===== config.mk =====
export PLATFORM = sky130hd
export DESIGN_NAME = mem_bus_arbiter
export DESIGN_NICKNAME = d
export VERILOG_FILES = /design/src/rtl/mem_bus_arbiter_pkg.sv /design/src/rtl/mem_bus_arbiter_timer.sv /design/src/rtl/mem_bus_arbiter.sv
export SDC_FILE = /design/constraint.sdc
export NUM_CORES = 1
export LEC_CHECK = 0
export ABC_AREA = 1
export CAP_MARGIN = 20
export CORE_MARGIN = 10
export CORE_UTILIZATION = 44
export CTS_CLUSTER_SIZE = 20
export DETAILED_ROUTE_END_ITERATION = 6
export PLACE_DENSITY = 0.82
export SLEW_MARGIN = 10
export SYNTH_ARGS = -nofsm -noshare
export SYNTH_HDL_FRONTEND = slang
export SYNTH_SLANG_ARGS = --single-unit

===== constraint.sdc =====
create_clock -name i_clk -period 4.9 [get_ports i_clk]
set_clock_uncertainty 0.05 [all_clocks]
set_input_delay 0.98 -clock i_clk [delete_from_list [all_inputs] [get_ports i_clk]]
set_output_delay 0.98 -clock i_clk [all_outputs]
set_load 0.05 [all_outputs]

===== src/rtl/mem_bus_arbiter_pkg.sv =====
// mem_bus_arbiter_pkg
// This package holds the arbiter state encoding, the default bus widths and the
// wait-counter width helper. The top, the timer and anyone else decoding arbiter
// state import it.
package mem_bus_arbiter_pkg;

    localparam int DEF_DATA_WIDTH = 32;
    localparam int DEF_ADDR_WIDTH = 32;
    localparam int DEF_TIMEOUT    = 255;

    typedef enum logic [1:0] {
        ARB_IDLE   = 2'd0,
        ARB_BUSY_I = 2'd1,
        ARB_BUSY_D = 2'd2
    } arb_state_t;

    // The counter must be able to hold TIMEOUT itself, because it saturates there.
    function automatic int timer_width(input int timeout);
        return $clog2(timeout + 1);
    endfunction

endpackage


===== src/rtl/mem_bus_arbiter_timer.sv =====
// mem_bus_arbiter_timer
// This is the wait-cycle counter for the arbiter. It counts upward while enabled
// and stops at TIMEOUT; it never wraps. A clear resets it to zero, a load presets
// it, and the counter flags expiry once it sits at TIMEOUT.
module mem_bus_arbiter_timer
    import mem_bus_arbiter_pkg::*;
#(
    parameter int TIMEOUT = DEF_TIMEOUT,
    localparam int CW = timer_width(TIMEOUT)
) (
    input  logic          i_clk,
    input  logic          i_rst,
    input  logic          i_clear,
    input  logic          i_load,
    input  logic [CW-1:0] i_load_value,
    input  logic          i_count_en,
    output logic          o_expired
);

    localparam logic [CW-1:0] LIMIT = CW'(TIMEOUT);

    logic [CW-1:0] count;

    // Count when enabled and hold at the limit. A preset above the limit is clamped.
    always_ff @(posedge i_clk) begin
        if (i_rst || i_clear) begin
            count <= '0;
        end else if (i_load) begin
            count <= (i_load_value > LIMIT) ? LIMIT : i_load_value;
        end else if (i_count_en && (count != LIMIT)) begin
            count <= count + 1'b1;
        end
    end

    assign o_expired = (count == LIMIT);

endmodule


===== src/rtl/mem_bus_arbiter.sv =====
// mem_bus_arbiter
// This module shares one memory bus between the fetch port and the data port.
// It runs one transaction at a time. Each transaction ends when the memory
// signals ready or when the watchdog expires.
// Define MEM_ARB_RR_EN for round-robin arbitration between the two ports.
// By default the data port always has priority over the fetch port.
module mem_bus_arbiter
    import mem_bus_arbiter_pkg::*;
#(
    parameter int DATA_WIDTH = DEF_DATA_WIDTH,
    parameter int ADDR_WIDTH = DEF_ADDR_WIDTH,
    parameter int TIMEOUT    = DEF_TIMEOUT
) (
    input  logic                  i_clk,
    input  logic                  i_rst,

    input  logic                  i_ins_req,
    input  logic [ADDR_WIDTH-1:0] i_ins_addr,
    output logic                  o_ins_gnt,
    output logic                  o_ins_ack,
    output logic                  o_ins_err,
    output logic [DATA_WIDTH-1:0] o_ins_rdata,

    input  logic                  i_dat_req,
    input  logic                  i_dat_we,
    input  logic [ADDR_WIDTH-1:0] i_dat_addr,
    input  logic [DATA_WIDTH-1:0] i_dat_wdata,
    output logic                  o_dat_gnt,
    output logic                  o_dat_ack,
    output logic                  o_dat_err,
    output logic [DATA_WIDTH-1:0] o_dat_rdata,

    output logic                  o_mem_req,
    output logic                  o_mem_we,
    output logic [ADDR_WIDTH-1:0] o_mem_addr,
    output logic [DATA_WIDTH-1:0] o_mem_wdata,
    input  logic [DATA_WIDTH-1:0] i_mem_rdata,
    input  logic                  i_mem_ready
);

    localparam int CW = timer_width(TIMEOUT);

    arb_state_t state;
    arb_state_t next_state;

    logic pick_dat;
    logic start_txn;
    logic finish_ok;
    logic finish_to;
    logic finish_any;
    logic busy;
    logic timer_expired;

`ifdef MEM_ARB_RR_EN
    logic favor_data;

    // Remember the last winner, so that on a tie the port that lost last time wins next.
    always_ff @(posedge i_clk) begin
        if (i_rst) begin
            favor_data <= 1'b1;
        end else if (o_dat_gnt) begin
            favor_data <= 1'b0;
        end else if (o_ins_gnt) begin
            favor_data <= 1'b1;
        end
    end

    assign pick_dat = i_dat_req && (!i_ins_req || favor_data);
`else
    assign pick_dat = i_dat_req;
`endif

    assign start_txn  = o_ins_gnt | o_dat_gnt;
    assign finish_any = finish_ok | finish_to;
    assign busy       = (state != ARB_IDLE);

    mem_bus_arbiter_timer #(
        .TIMEOUT      (TIMEOUT)
    ) u_timer (
        .i_clk        (i_clk),
        .i_rst        (i_rst),
        .i_clear      (finish_any),
        .i_load       (start_txn),
        .i_load_value ({CW{1'b0}}),
        .i_count_en   (busy),
        .o_expired    (timer_expired)
    );

    // State register. A reset drops any transaction in flight.
    always_ff @(posedge i_clk) begin
        if (i_rst) begin
            state <= ARB_IDLE;
        end else begin
            state <= next_state;
        end
    end

    // In IDLE, grant one port combinationally. In BUSY, wait for ready or expiry;
    // if both happen in the same cycle, ready takes precedence.
    always_comb begin
        next_state = state;
        o_ins_gnt  = 1'b0;
        o_dat_gnt  = 1'b0;
        finish_ok  = 1'b0;
        finish_to  = 1'b0;
        case (state)
            ARB_IDLE: begin
                if (!i_rst) begin
                    if (pick_dat) begin
                        o_dat_gnt  = 1'b1;
                        next_state = ARB_BUSY_D;
                    end else if (i_ins_req) begin
                        o_ins_gnt  = 1'b1;
                        next_state = ARB_BUSY_I;
                    end
                end
            end
            ARB_BUSY_I, ARB_BUSY_D: begin
                if (i_mem_ready) begin
                    finish_ok  = 1'b1;
                    next_state = ARB_IDLE;
                end else if (timer_expired) begin
                    finish_to  = 1'b1;
                    next_state = ARB_IDLE;
                end
            end
            default: begin
                next_state = ARB_IDLE;
            end
        endcase
    end

    // Capture the winner's request onto the bus and hold it until the transaction ends.
    always_ff @(posedge i_clk) begin
        if (i_rst) begin
            o_mem_req   <= 1'b0;
            o_mem_we    <= 1'b0;
            o_mem_addr  <= '0;
            o_mem_wdata <= '0;
        end else if (o_dat_gnt) begin
            o_mem_req   <= 1'b1;
            o_mem_we    <= i_dat_we;
            o_mem_addr  <= i_dat_addr;
            o_mem_wdata <= i_dat_wdata;
        end else if (o_ins_gnt) begin
            o_mem_req   <= 1'b1;
            o_mem_we    <= 1'b0;
            o_mem_addr  <= i_ins_addr;
            o_mem_wdata <= '0;
        end else if (finish_any) begin
            o_mem_req   <= 1'b0;
        end
    end

    // Fetch completion: pulse ack for one cycle and return the word (zero on a timeout).
    always_ff @(posedge i_clk) begin
        if (i_rst) begin
            o_ins_ack   <= 1'b0;
            o_ins_err   <= 1'b0;
            o_ins_rdata <= '0;
        end else begin
            o_ins_ack <= 1'b0;
            o_ins_err <= 1'b0;
            if (finish_any && (state == ARB_BUSY_I)) begin
                o_ins_ack   <= 1'b1;
                o_ins_err   <= finish_to;
                o_ins_rdata <= finish_ok ? i_mem_rdata : '0;
            end
        end
    end

    // Data completion: same behaviour as fetch completion. Stores also receive an ack.
    always_ff @(posedge i_clk) begin
        if (i_rst) begin
            o_dat_ack   <= 1'b0;
            o_dat_err   <= 1'b0;
            o_dat_rdata <= '0;
        end else begin
            o_dat_ack <= 1'b0;
            o_dat_err <= 1'b0;
            if (finish_any && (state == ARB_BUSY_D)) begin
                o_dat_ack   <= 1'b1;
                o_dat_err   <= finish_to;
                o_dat_rdata <= finish_ok ? i_mem_rdata : '0;
            end
        end
    end

endmodule

==> out/metrics.yaml <==
status: "finished clean"
start_util: 0.451
layout_min_cycle_time_ps: 3640
min-delay-start: "o_ins_rdata[30]"
met2_usage: 0.379
cts_tree: "yes"
hp-class: "register to register"
hpwl_um: 14600
cts_resized: 0
use_met1: 0.239
r2r_setup_slack_ps: 2370
slew_headroom: 0.347
hold_viol: 0
vias: 5929
final-max-slew-violation-count: 0
cp-end-kind: "output pin"
cts_root_buffer: "clkbuf_16"
cts_setup_buffers: 0
startpoint_type: "input pin"
drv_cap: 0
gp_congestion: 0.808
use_met3: 0.110
area_delta_synth_final_pct: 58.7
peakVddDrop_v: 0.000288
required_ps: 3870
rsz0062_at_grt: "false"
finalSetupViolations: 0
syn_area_um2: 5710
finalCritPeriodShare: 0.742
rr_startpoint: "state[0]"
grt_max_degree: 71
wire_per_inst_um: 17.2
io_buffer_count: 269
dieHeight_um: 134
yosysSeqAreaShare: 0.504
r2r-end: "u_timer.count[5]"
yosysUniqueCellTypes: 27
grt_pass1_wl_um: 32000
drive_gt1_frac: 0.0573
fillers: 996
nets: 1155
h-tree-depth: 4
cp-startpoint: "i_dat_req"
worst_ep_arrival_time_ps: 2610
ctsHoldBuffers: 0
rr_worst_depth: 11
synth.net_count: 908
ys_ff_latch: 144
dieArea_um2: 17900
clk_pin_slew_worst_paths_ps: 60
max_freq_mhz: 275
power-per-cell-area_nw_per_um2: 366
rows: 41
timing.hold.ws_ps: 408
cts_buffer_depth: 2
cts_sinks: 144
grt_use_total: 0.223
crit_end: "o_ins_gnt"
drt_pre_antenna_iters: 5
core_area_um2: 12700
clock_latency_ps: 420
grt.busiest_layer: "met2"
critPathKind: "input pin to output pin"
worst_pin_slew_ps: 978
worstPathMaxFanout: 3
drc: 0
avgSynthCellArea_um2: 7.42
viasPerCell: 4.93
drt_iter0_drc: 407
drtAntennaViolNets: 0
grt_pass1_vias: 5960
num_io_pins: 270
syn_inst: 770
antennaDiodeCount: 0
die_w_um: 134
final_core_util: 0.716
grt_overflow: 0
finalWirelength_um: 20600
antenna_found_initial: 0
tns_ps: 0
yosys_warnings: 0
p_leak_uw: 0.00342
cts_buffers: 17
worst min-delay path by stage:
stage,endpoint,cells past startpoint
final,o_ins_rdata[30],2
after global routing,o_dat_rdata[6],2
after CTS,o_ins_rdata[29],2
after detailed placement,o_ins_rdata[29],2
after global placement,o_ins_rdata[21],2
after floorplan,state[1],2
synth_stat cells, drive strengths merged:
| cell | n | area (µm²) |
|---|---|---|
| nand2 | 215 | 840 |
| dfxtp | 144 | 2880 |
| a21oi | 73 | 365 |
| nor2 | 73 | 282 |
| o21ai | 71 | 355 |
| inv | 65 | 246 |
| nor3 | 61 | 315 |
| clkbuf | 27 | 101 |
| buf | 22 | 156 |
| nand3 | 8 | 70.1 |
| ha | 4 | 50.1 |
| nand4 | 2 | 12.5 |
| xor2 | 2 | 17.5 |
| a31oi | 1 | 6.26 |
| o31ai | 1 | 7.51 |
| or2 | 1 | 6.26 |
final cells by class:
class	instances	area, µm²	share of cell area
Multi-Input combinational cell	512	2330	0.257
Tap cell	172	215	0.0237
Timing Repair Buffer	277	2760	0.304
Clock inverter	13	186	0.0206
Clock buffer	19	453	0.0499
Inverter	65	246	0.0272
Sequential cell	144	2880	0.318
flip-flops by register name (all words and copies together), names as in the netlist:
| register | cells |
|---|---|
| o_dat_ack | 1 |
| o_ins_err | 1 |
| o_ins_rdata | 32 |
| o_mem_we | 1 |
| state | 2 |
| o_dat_rdata | 32 |
| o_dat_err | 1 |
| o_mem_addr | 32 |
| u_timer.count | 8 |
| o_mem_req | 1 |
| o_ins_ack | 1 |
| o_mem_wdata | 32 |
report_power, final:
group	switching, µW	leakage [µW]	internal [µW]
clock network	510	0.000301	878
registers	32.9	0.00117	1230
logic	422	0.00195	246
per-layer routing:
| layer | wire [µm] | vias up |
|---|---|---|
| met5 | 0 | - |
| met4 | 379 | 0 |
| met3 | 2300 | 30 |
| met2 | 10100 | 265 |
| met1 | 7880 | 2690 |
| li1 | - | 2944 |
layout by cell type (no fill, tap or decap):
cell / count
clkdlybuf4s50_1: 267
nand2_1: 210
dfxtp_1: 144
a21oi_1: 73
o21ai_0: 71
nor2_1: 70
inv_1: 62
nor3_1: 59
clkbuf_16: 17
buf_4: 8
nand3_1: 5
nand2_4: 4
ha_1: 4
clkinvlp_4: 4
bufinv_16: 4
nor2_2: 3
clkinv_4: 3
nand3_4: 2
inv_2: 2
nand4_1: 2
xor2_1: 2
nor3_2: 2
clkbuf_8: 2
clkinv_2: 2
inv_4: 1
nand3_2: 1
nand2_2: 1
or2_2: 1
o31ai_1: 1
a31oi_1: 1
buf_2: 1
buf_12: 1
kinds of logic after synthesis:
family,synth area share
flip-flops,0.504
AO/OA/AOI/OAI,0.129
buffers and inverters,0.0882
XOR/XNOR,0.00307
adder cells (fa/ha/maj),0.00876
AND/OR/NAND/NOR,0.267
stage by stage:
| step | power, µW | worst slack (ps) | area, µm² | instances |
|---|---|---|---|---|
| after floorplan | 1670 | 1970 | 5710 | 770 |
| after global placement | 1950 | 1300 | 8430 | 1170 |
| after detailed placement | 1960 | 1260 | 8430 | 1170 |
| after CTS | 3340 | 1260 | 9070 | 1202 |
| after global routing | 3440 | 1190 | 9070 | 1202 |
| final | 3320 | 1260 | 9070 | 1202 |
worst max-delay path: stages:
cell	delay (ps)
clkdlybuf4s50_1	470
nor2_1	200
nand3_4	80
inv_1	80
clkdlybuf4s50_1	800
No activity file was read; power rests on OpenSTA's default activity.
